<file path="src/rtl/rs232_rx_frame_ctrl.sv">
// Frame parser for a UART receiver byte stream: SOF, LEN, payload, CSUM.
// Emits payload strobes and a frame verdict, and pulses the receiver flush after bad frames.
module rs232_rx_frame_ctrl #(
    parameter logic [7:0]  SOF_BYTE     = 8'hA5,
    parameter int unsigned MAX_LEN      = 16,
    parameter int unsigned FLUSH_CYCLES = 4
) (
    input  logic       clock,
    input  logic       reset_neg,
    input  logic       rx_dataout_ready,
    input  logic [7:0] rx_dataout,
    input  logic       rx_endofpacket,
    output logic       rx_flush,
    output logic       pl_valid,
    output logic [7:0] pl_data,
    output logic [7:0] pl_index,
    output logic       pkt_done,
    output logic       pkt_ok,
    output logic [1:0] err_code,
    output logic [7:0] pkt_len,
    output logic [7:0] good_count,
    output logic [7:0] bad_count
);

    localparam int unsigned BYTE_W  = 8;
    localparam int unsigned FCNT_W  = 4;
    localparam int unsigned ERR_W   = 2;

    localparam logic [BYTE_W-1:0] MAX_LEN_B  = BYTE_W'(MAX_LEN);
    localparam logic [FCNT_W-1:0] FLUSH_LAST = FCNT_W'(FLUSH_CYCLES - 1);
    localparam logic [BYTE_W-1:0] CNT_SAT    = 8'hFF;

    localparam logic [ERR_W-1:0] ERR_NONE = 2'd0;
    localparam logic [ERR_W-1:0] ERR_LEN  = 2'd1;
    localparam logic [ERR_W-1:0] ERR_CSUM = 2'd2;
    localparam logic [ERR_W-1:0] ERR_GAP  = 2'd3;

    typedef enum logic [2:0] {
        ST_HUNT,
        ST_LEN,
        ST_PAYLOAD,
        ST_CSUM,
        ST_FLUSH
    } state_t;

    state_t              state_q, state_d;
    logic [BYTE_W-1:0]   acc_q, acc_d;
    logic [BYTE_W-1:0]   idx_q, idx_d;
    logic [BYTE_W-1:0]   len_q, len_d;
    logic [FCNT_W-1:0]   fcnt_q, fcnt_d;

    logic                rx_flush_d;
    logic                pl_valid_d;
    logic [BYTE_W-1:0]   pl_data_d;
    logic [BYTE_W-1:0]   pl_index_d;
    logic                pkt_done_d;
    logic                pkt_ok_d;
    logic [ERR_W-1:0]    err_code_d;
    logic [BYTE_W-1:0]   pkt_len_d;
    logic [BYTE_W-1:0]   good_count_d;
    logic [BYTE_W-1:0]   bad_count_d;

    logic                fin;
    logic [ERR_W-1:0]    fin_err;
    logic [BYTE_W-1:0]   fin_len;
    logic [BYTE_W-1:0]   sum_c;

    assign sum_c = acc_q + rx_dataout;

    // State and output registers
    always_ff @(posedge clock or negedge reset_neg) begin
        if (!reset_neg) begin
            state_q    <= ST_HUNT;
            acc_q      <= '0;
            idx_q      <= '0;
            len_q      <= '0;
            fcnt_q     <= '0;
            rx_flush   <= 1'b0;
            pl_valid   <= 1'b0;
            pl_data    <= '0;
            pl_index   <= '0;
            pkt_done   <= 1'b0;
            pkt_ok     <= 1'b0;
            err_code   <= '0;
            pkt_len    <= '0;
            good_count <= '0;
            bad_count  <= '0;
        end else begin
            state_q    <= state_d;
            acc_q      <= acc_d;
            idx_q      <= idx_d;
            len_q      <= len_d;
            fcnt_q     <= fcnt_d;
            rx_flush   <= rx_flush_d;
            pl_valid   <= pl_valid_d;
            pl_data    <= pl_data_d;
            pl_index   <= pl_index_d;
            pkt_done   <= pkt_done_d;
            pkt_ok     <= pkt_ok_d;
            err_code   <= err_code_d;
            pkt_len    <= pkt_len_d;
            good_count <= good_count_d;
            bad_count  <= bad_count_d;
        end
    end

    // Next-state and next-output logic; a byte strobe takes priority over a gap timeout
    always_comb begin
        state_d      = state_q;
        acc_d        = acc_q;
        idx_d        = idx_q;
        len_d        = len_q;
        fcnt_d       = fcnt_q;
        rx_flush_d   = 1'b0;
        pl_valid_d   = 1'b0;
        pl_data_d    = pl_data;
        pl_index_d   = pl_index;
        pkt_done_d   = 1'b0;
        pkt_ok_d     = pkt_ok;
        err_code_d   = err_code;
        pkt_len_d    = pkt_len;
        good_count_d = good_count;
        bad_count_d  = bad_count;
        fin          = 1'b0;
        fin_err      = ERR_NONE;
        fin_len      = len_q;

        unique case (state_q)
            ST_HUNT: begin
                if (rx_dataout_ready && (rx_dataout == SOF_BYTE)) begin
                    state_d = ST_LEN;
                end
            end
            ST_LEN: begin
                if (rx_dataout_ready) begin
                    if ((rx_dataout == '0) || (rx_dataout > MAX_LEN_B)) begin
                        fin     = 1'b1;
                        fin_err = ERR_LEN;
                        fin_len = rx_dataout;
                    end else begin
                        len_d   = rx_dataout;
                        acc_d   = rx_dataout;
                        idx_d   = '0;
                        state_d = ST_PAYLOAD;
                    end
                end else if (rx_endofpacket) begin
                    fin     = 1'b1;
                    fin_err = ERR_GAP;
                    fin_len = '0;
                end
            end
            ST_PAYLOAD: begin
                if (rx_dataout_ready) begin
                    acc_d      = sum_c;
                    pl_valid_d = 1'b1;
                    pl_data_d  = rx_dataout;
                    pl_index_d = idx_q;
                    idx_d      = idx_q + 8'd1;
                    if (idx_q == (len_q - 8'd1)) begin
                        state_d = ST_CSUM;
                    end
                end else if (rx_endofpacket) begin
                    fin     = 1'b1;
                    fin_err = ERR_GAP;
                end
            end
            ST_CSUM: begin
                if (rx_dataout_ready) begin
                    fin     = 1'b1;
                    fin_err = (sum_c == '0) ? ERR_NONE : ERR_CSUM;
                end else if (rx_endofpacket) begin
                    fin     = 1'b1;
                    fin_err = ERR_GAP;
                end
            end
            ST_FLUSH: begin
                if (fcnt_q == '0) begin
                    state_d = ST_HUNT;
                end else begin
                    fcnt_d     = fcnt_q - 4'd1;
                    rx_flush_d = 1'b1;
                end
            end
            default: begin
                state_d = ST_HUNT;
            end
        endcase

        // Frame termination: verdict, counters, and flush entry on error
        if (fin) begin
            pkt_done_d = 1'b1;
            pkt_ok_d   = (fin_err == ERR_NONE);
            err_code_d = fin_err;
            pkt_len_d  = fin_len;
            if (fin_err == ERR_NONE) begin
                state_d = ST_HUNT;
                if (good_count != CNT_SAT) begin
                    good_count_d = good_count + 8'd1;
                end
            end else begin
                state_d    = ST_FLUSH;
                fcnt_d     = FLUSH_LAST;
                rx_flush_d = 1'b1;
                if (bad_count != CNT_SAT) begin
                    bad_count_d = bad_count + 8'd1;
                end
            end
        end
    end

endmodule
</file>
<file path="config.mk">
export PLATFORM = sky130hd
export DESIGN_NAME = rs232_rx_frame_ctrl
export DESIGN_NICKNAME = d
export VERILOG_FILES = /design/src/rtl/rs232_rx_frame_ctrl.sv
export SDC_FILE = /design/constraint.sdc
export NUM_CORES = 1
export LEC_CHECK = 0
export BUFFER_PORTS_ARGS = -buffer_cell sky130_fd_sc_hd__buf_2
export CORE_ASPECT_RATIO = 0.9
export CORE_UTILIZATION = 25
export CTS_CLUSTER_DIAMETER = 80
export DETAILED_ROUTE_END_ITERATION = 10
export MAX_ROUTING_LAYER = met4
export SYNTH_ARGS = -nofsm -noshare
export SYNTH_HDL_FRONTEND = slang
export SYNTH_SLANG_ARGS = --single-unit
</file>
<file path="constraint.sdc">
create_clock -name clock -period 3.3 [get_ports clock]
set_input_delay 0.33 -clock clock [delete_from_list [all_inputs] [get_ports clock]]
set_output_delay 0.33 -clock clock [all_outputs]
set_load 0.02 [all_outputs]
</file>
==> results.txt <==
The run finished with clean final reports. Fill cell instance count of the final layout: 1648. The maximum vdd drop was 0.0002600 V. The worst register-to-register path ends at good_count[5]. The height of the die works out to 121.9 um.

The internal portion of the total power is 1.715 mW. Buffers inserted to repair hold after CTS numbered 0. For the share of total power in combinational logic, the log shows 9.4%. The tools report the placed cell area as 4493 um^2. Die boundary width: 135.2 um. For the TritonCTS buffer count, the log shows 9. The routability-driven placement congestion ratio is 0.8187, and the final count of hold timing violations is 0. Post-CTS repair changed the size of 0 cells. After floorplanning, the core was divided into 43 placement rows. The first global-routing pass estimated 15.11 mm of wire. The run gives 0 as the number of antenna violations at the first check in global routing. Across every metal layer, demand over resource in global routing totals 12.19%. The clock network burns 45.0% of the power. Number of DRC markers after the initial detailed-route iteration: 189. The library cells used most frequently in the layout, excluding fill and tap cells, are 77 x sky130_fd_sc_hd__dfrtp_1, 56 x sky130_fd_sc_hd__buf_2, 40 x sky130_fd_sc_hd__nand2_1. The worst slack at placement is 0.3108 ns. From synthesis to final layout, the design area changed by 20.45%. Once detail routing completed, the nets flagged for antenna violations numbered 0. The worst reg2reg path startpoint was acc_q[0]. The routed wire length per instance is 14.05 um, and the via density per instance is 4.740.

For the Yosys warning count, the log shows 0. The remaining global-route overflow is 0, and the net count after synthesis is 416. The launch point of the worst path was acc_q[0]. Main flop type after synthesis: sky130_fd_sc_hd__dfrtp_1. For this run, the post-layout net count is 472.

The clock root buffer is sky130_fd_sc_hd__clkbuf_16. The tools report the max-slew violation total from the final report as 0. After layout, the minimum clock period comes to 2.814 ns. The switching portion of total power works out to 23.71%. The clock passes through at most 2 buffers.

In this run, flip-flops and latches consume 45.6% of the power. The period utilization is 85.27%, and the setup slack on the worst flop-to-flop path is 0.49 ns. For this design, the sink count on the clock tree is 77. The worst hold path belongs to the class input port to async pin. The overall via count from detail_route is 3100, and the share of Yosys cell area claimed by the top area cell type is 48.29%. The worst-margin pin slew works out to 0.9853 ns.

By area the synthesized netlist is led by sky130_fd_sc_hd__dfrtp_1 48%, sky130_fd_sc_hd__mux2_2 5.6%, sky130_fd_sc_hd__ha_1 3.8%. The power spent charging and discharging nets came out at 0.5329 mW. The run gives 4806 um^2 as the design area. The highest fanout seen on the critical path is 8. The tools report the routed wire length as 9.190 mm. The share of the Yosys chip area taken by registers is 48.29%. The number of ports placed on the die boundary came out at 58.

In this run the power density over the cells is 467.7 nW/um^2. Worst slew margin relative to its limit: 34.32%. The run gives 0.4862 ns as the final worst setup slack. The critical path in this run is classified as flip-flop to flip-flop. Derived from the worst setup path, the maximum achievable clock frequency is 355.4 MHz. Clock skew on the completed layout was measured at 0.007309 ns.

Setup repair after global routing left no endpoint under its margin. For the clock network latency to the later pin of the worst-skew pair, the log shows 0.33 ns. TritonCTS built the clock tree. Clock-pin slew was measured on the worst setup and hold paths at 0.06 ns.

Largest net degree at the start of global routing: 78. In this run the post-CTS setup repair buffer count came out at 0. The cell area that synthesis handed to floorplanning was 3990 um^2. Final number of setup-violating endpoints: 0.

The via count of the first global-routing pass is 3024. In the routed design, unresolved DRC markers number 0. Number of input and output port buffers inserted: 57. The area of the core region is 15490 um^2. The library cell used most frequently in the layout, excluding fill and tap cells, is sky130_fd_sc_hd__dfrtp_1. For the post-synthesis instance total, the log shows 391. The worst setup path is captured at a flip-flop. STA classifies the critical path startpoint as a flip-flop.

The total inserted antenna cells is 0. The worst register-to-register path has a depth of 9. The tightest hold margin came out at 0.1440 ns.

The logs give 0 ns for the post-route setup TNS and 2.283 nW for the leakage power. The cell type contributing the most total cell area after synthesis was sky130_fd_sc_hd__dfrtp_1. Once the floorplan was initialized, standard cells occupied 25.75% of the core. The count of flip-flops with a built-in enable after synthesis came out at 0. The proportion of synthesized flip-flops having asynchronous set or reset was 100.0%. Max-cap violations in this run came to 0. Cells with a size suffix above 1 make up 23.01% of the layout. CTS built an H-tree with a depth of 3. The HPWL reported at the end of detailed placement is 6.715 mm. The die covers 16470 um^2.

The first TritonRoute pass finished after 4 iterations. STA puts the critical path data arrival time at 3.07 ns. The worst setup path endpoint is good_count[5]. The number of different library cells used by synthesis comes to 53.

A synthesized cell averages 10.20 um^2. Synthesis inferred 77 register bits. STA puts the critical path data required time at 3.55 ns.
-- per-layer routing --
layer / vias up / global-route usage [%] / part of all wire (%)
met4: 0 / 5.899 / 1.9
met5: - / - / 0
met3: 16 / 2.455 / 4.8
li1: 1498 / - / -
met1: 1517 / 15.77 / 47
met2: 69 / 18.17 / 46
-- critical path, cell delays in order (launching register included) --
cell                       delay [ns]
sky130_fd_sc_hd__dfrtp_1         0.37
sky130_fd_sc_hd__ha_1            0.22
sky130_fd_sc_hd__fa_1            0.41
sky130_fd_sc_hd__a211oi_1        0.33
sky130_fd_sc_hd__nor2_1          0.11
sky130_fd_sc_hd__xor2_1          0.18
sky130_fd_sc_hd__nor4_4          0.39
sky130_fd_sc_hd__nand3_2         0.25
sky130_fd_sc_hd__nor3_1          0.31
sky130_fd_sc_hd__xnor2_1         0.16
-- power groups by stage --
stage	sequential [mW]	combinational, mW	clock (mW)
floorplan	1.06	0.110	0
global placement	1.04	0.205	0
detailed placement	1.04	0.213	0
CTS	1.03	0.214	1.03
global route	1.03	0.237	1.08
finish	1.02	0.211	1.01
-- area by class of cell --
cell class / count / area (um^2) / share of cell area [%]
Timing Repair Buffer: 59 / 302.8 / 6.300
Clock buffer: 13 / 270.3 / 5.624
Sequential cell: 77 / 1927 / 40.09
Clock inverter: 3 / 42.54 / 0.8852
Tap cell: 202 / 252.7 / 5.259
Multi-Input combinational cell: 290 / 1973 / 41.06
Inverter: 10 / 37.54 / 0.7810
-- synth_stat cells (2+ instances only) --
library cell,count
sky130_fd_sc_hd__o21a_1,2
sky130_fd_sc_hd__clkbuf_1,13
sky130_fd_sc_hd__nand4_1,3
sky130_fd_sc_hd__mux2i_1,3
sky130_fd_sc_hd__and3_1,3
sky130_fd_sc_hd__o2111ai_1,2
sky130_fd_sc_hd__o31a_1,2
sky130_fd_sc_hd__nand2b_1,6
sky130_fd_sc_hd__mux2_2,20
sky130_fd_sc_hd__nor2b_1,7
sky130_fd_sc_hd__inv_1,10
sky130_fd_sc_hd__nand3_1,12
sky130_fd_sc_hd__a31oi_1,3
sky130_fd_sc_hd__nor3b_1,3
sky130_fd_sc_hd__a21oi_1,21
sky130_fd_sc_hd__ha_1,12
sky130_fd_sc_hd__and2_1,4
sky130_fd_sc_hd__o21ai_0,18
sky130_fd_sc_hd__nand4b_1,3
sky130_fd_sc_hd__o22ai_1,3
sky130_fd_sc_hd__or4_1,2
sky130_fd_sc_hd__nor4_1,4
sky130_fd_sc_hd__nor4b_1,2
sky130_fd_sc_hd__dfrtp_1,77
sky130_fd_sc_hd__o211ai_1,2
sky130_fd_sc_hd__xnor2_1,16
sky130_fd_sc_hd__or3_1,2
sky130_fd_sc_hd__and3b_1,2
sky130_fd_sc_hd__xor2_1,15
sky130_fd_sc_hd__nand2_1,40
sky130_fd_sc_hd__nor3_1,10
sky130_fd_sc_hd__nor2_1,38
sky130_fd_sc_hd__a41oi_1,2
sky130_fd_sc_hd__a22oi_1,10
-- worst min path at each step --
| stage | from | to | cells past startpoint |
|---|---|---|---|
| 2_1_floorplan | reset_neg | acc_q[0] | 0 |
| 3_3_place_gp | acc_q[5] | acc_q[5] | 2 |
| 3_5_place_dp | acc_q[0] | acc_q[0] | 2 |
| 4_1_cts | reset_neg | pl_data[2] | 1 |
| 5_1_grt | reset_neg | pl_data[7] | 1 |
| 6_report | reset_neg | pl_index[6] | 1 |
-- sequential cells by signal, indices dropped and copies added (netlist names) --
| name | flops |
|---|---|
| pl_index | 8 |
| good_count | 8 |
| len_q | 8 |
| acc_q | 8 |
| fcnt_q | 4 |
| state_q | 3 |
| pkt_ok | 1 |
| err_code | 2 |
| pkt_done | 1 |
| rx_flush | 1 |
| pl_data | 8 |
| pkt_len | 8 |
| bad_count | 8 |
| idx_q | 8 |
| pl_valid | 1 |
-- kinds of logic after synthesis --
logic type / Yosys count / synth area share (%)
buffers and inverters: 24 / 2.258
muxes: 25 / 7.056
AOI/OAI and AO/OA: 75 / 12.61
and+or+nand+nor: 146 / 18.72
xor gates and xnor gates: 31 / 6.805
DFF: 77 / 48.29
adders and majority gates: 13 / 4.265
-- metrics by stage --
| step | power (mW) | utilization, % | cells |
|---|---|---|---|
| after global placement | 1.243 | 29.00 | 638 |
| final | 2.248 | 31.02 | 654 |
| after global routing | 2.346 | 31.02 | 654 |
| after detailed placement | 1.255 | 29.00 | 638 |
| after CTS | 2.273 | 31.02 | 654 |
| after floorplan | 1.166 | - | 391 |
Note: power is estimated with default switching activity, not from simulation.
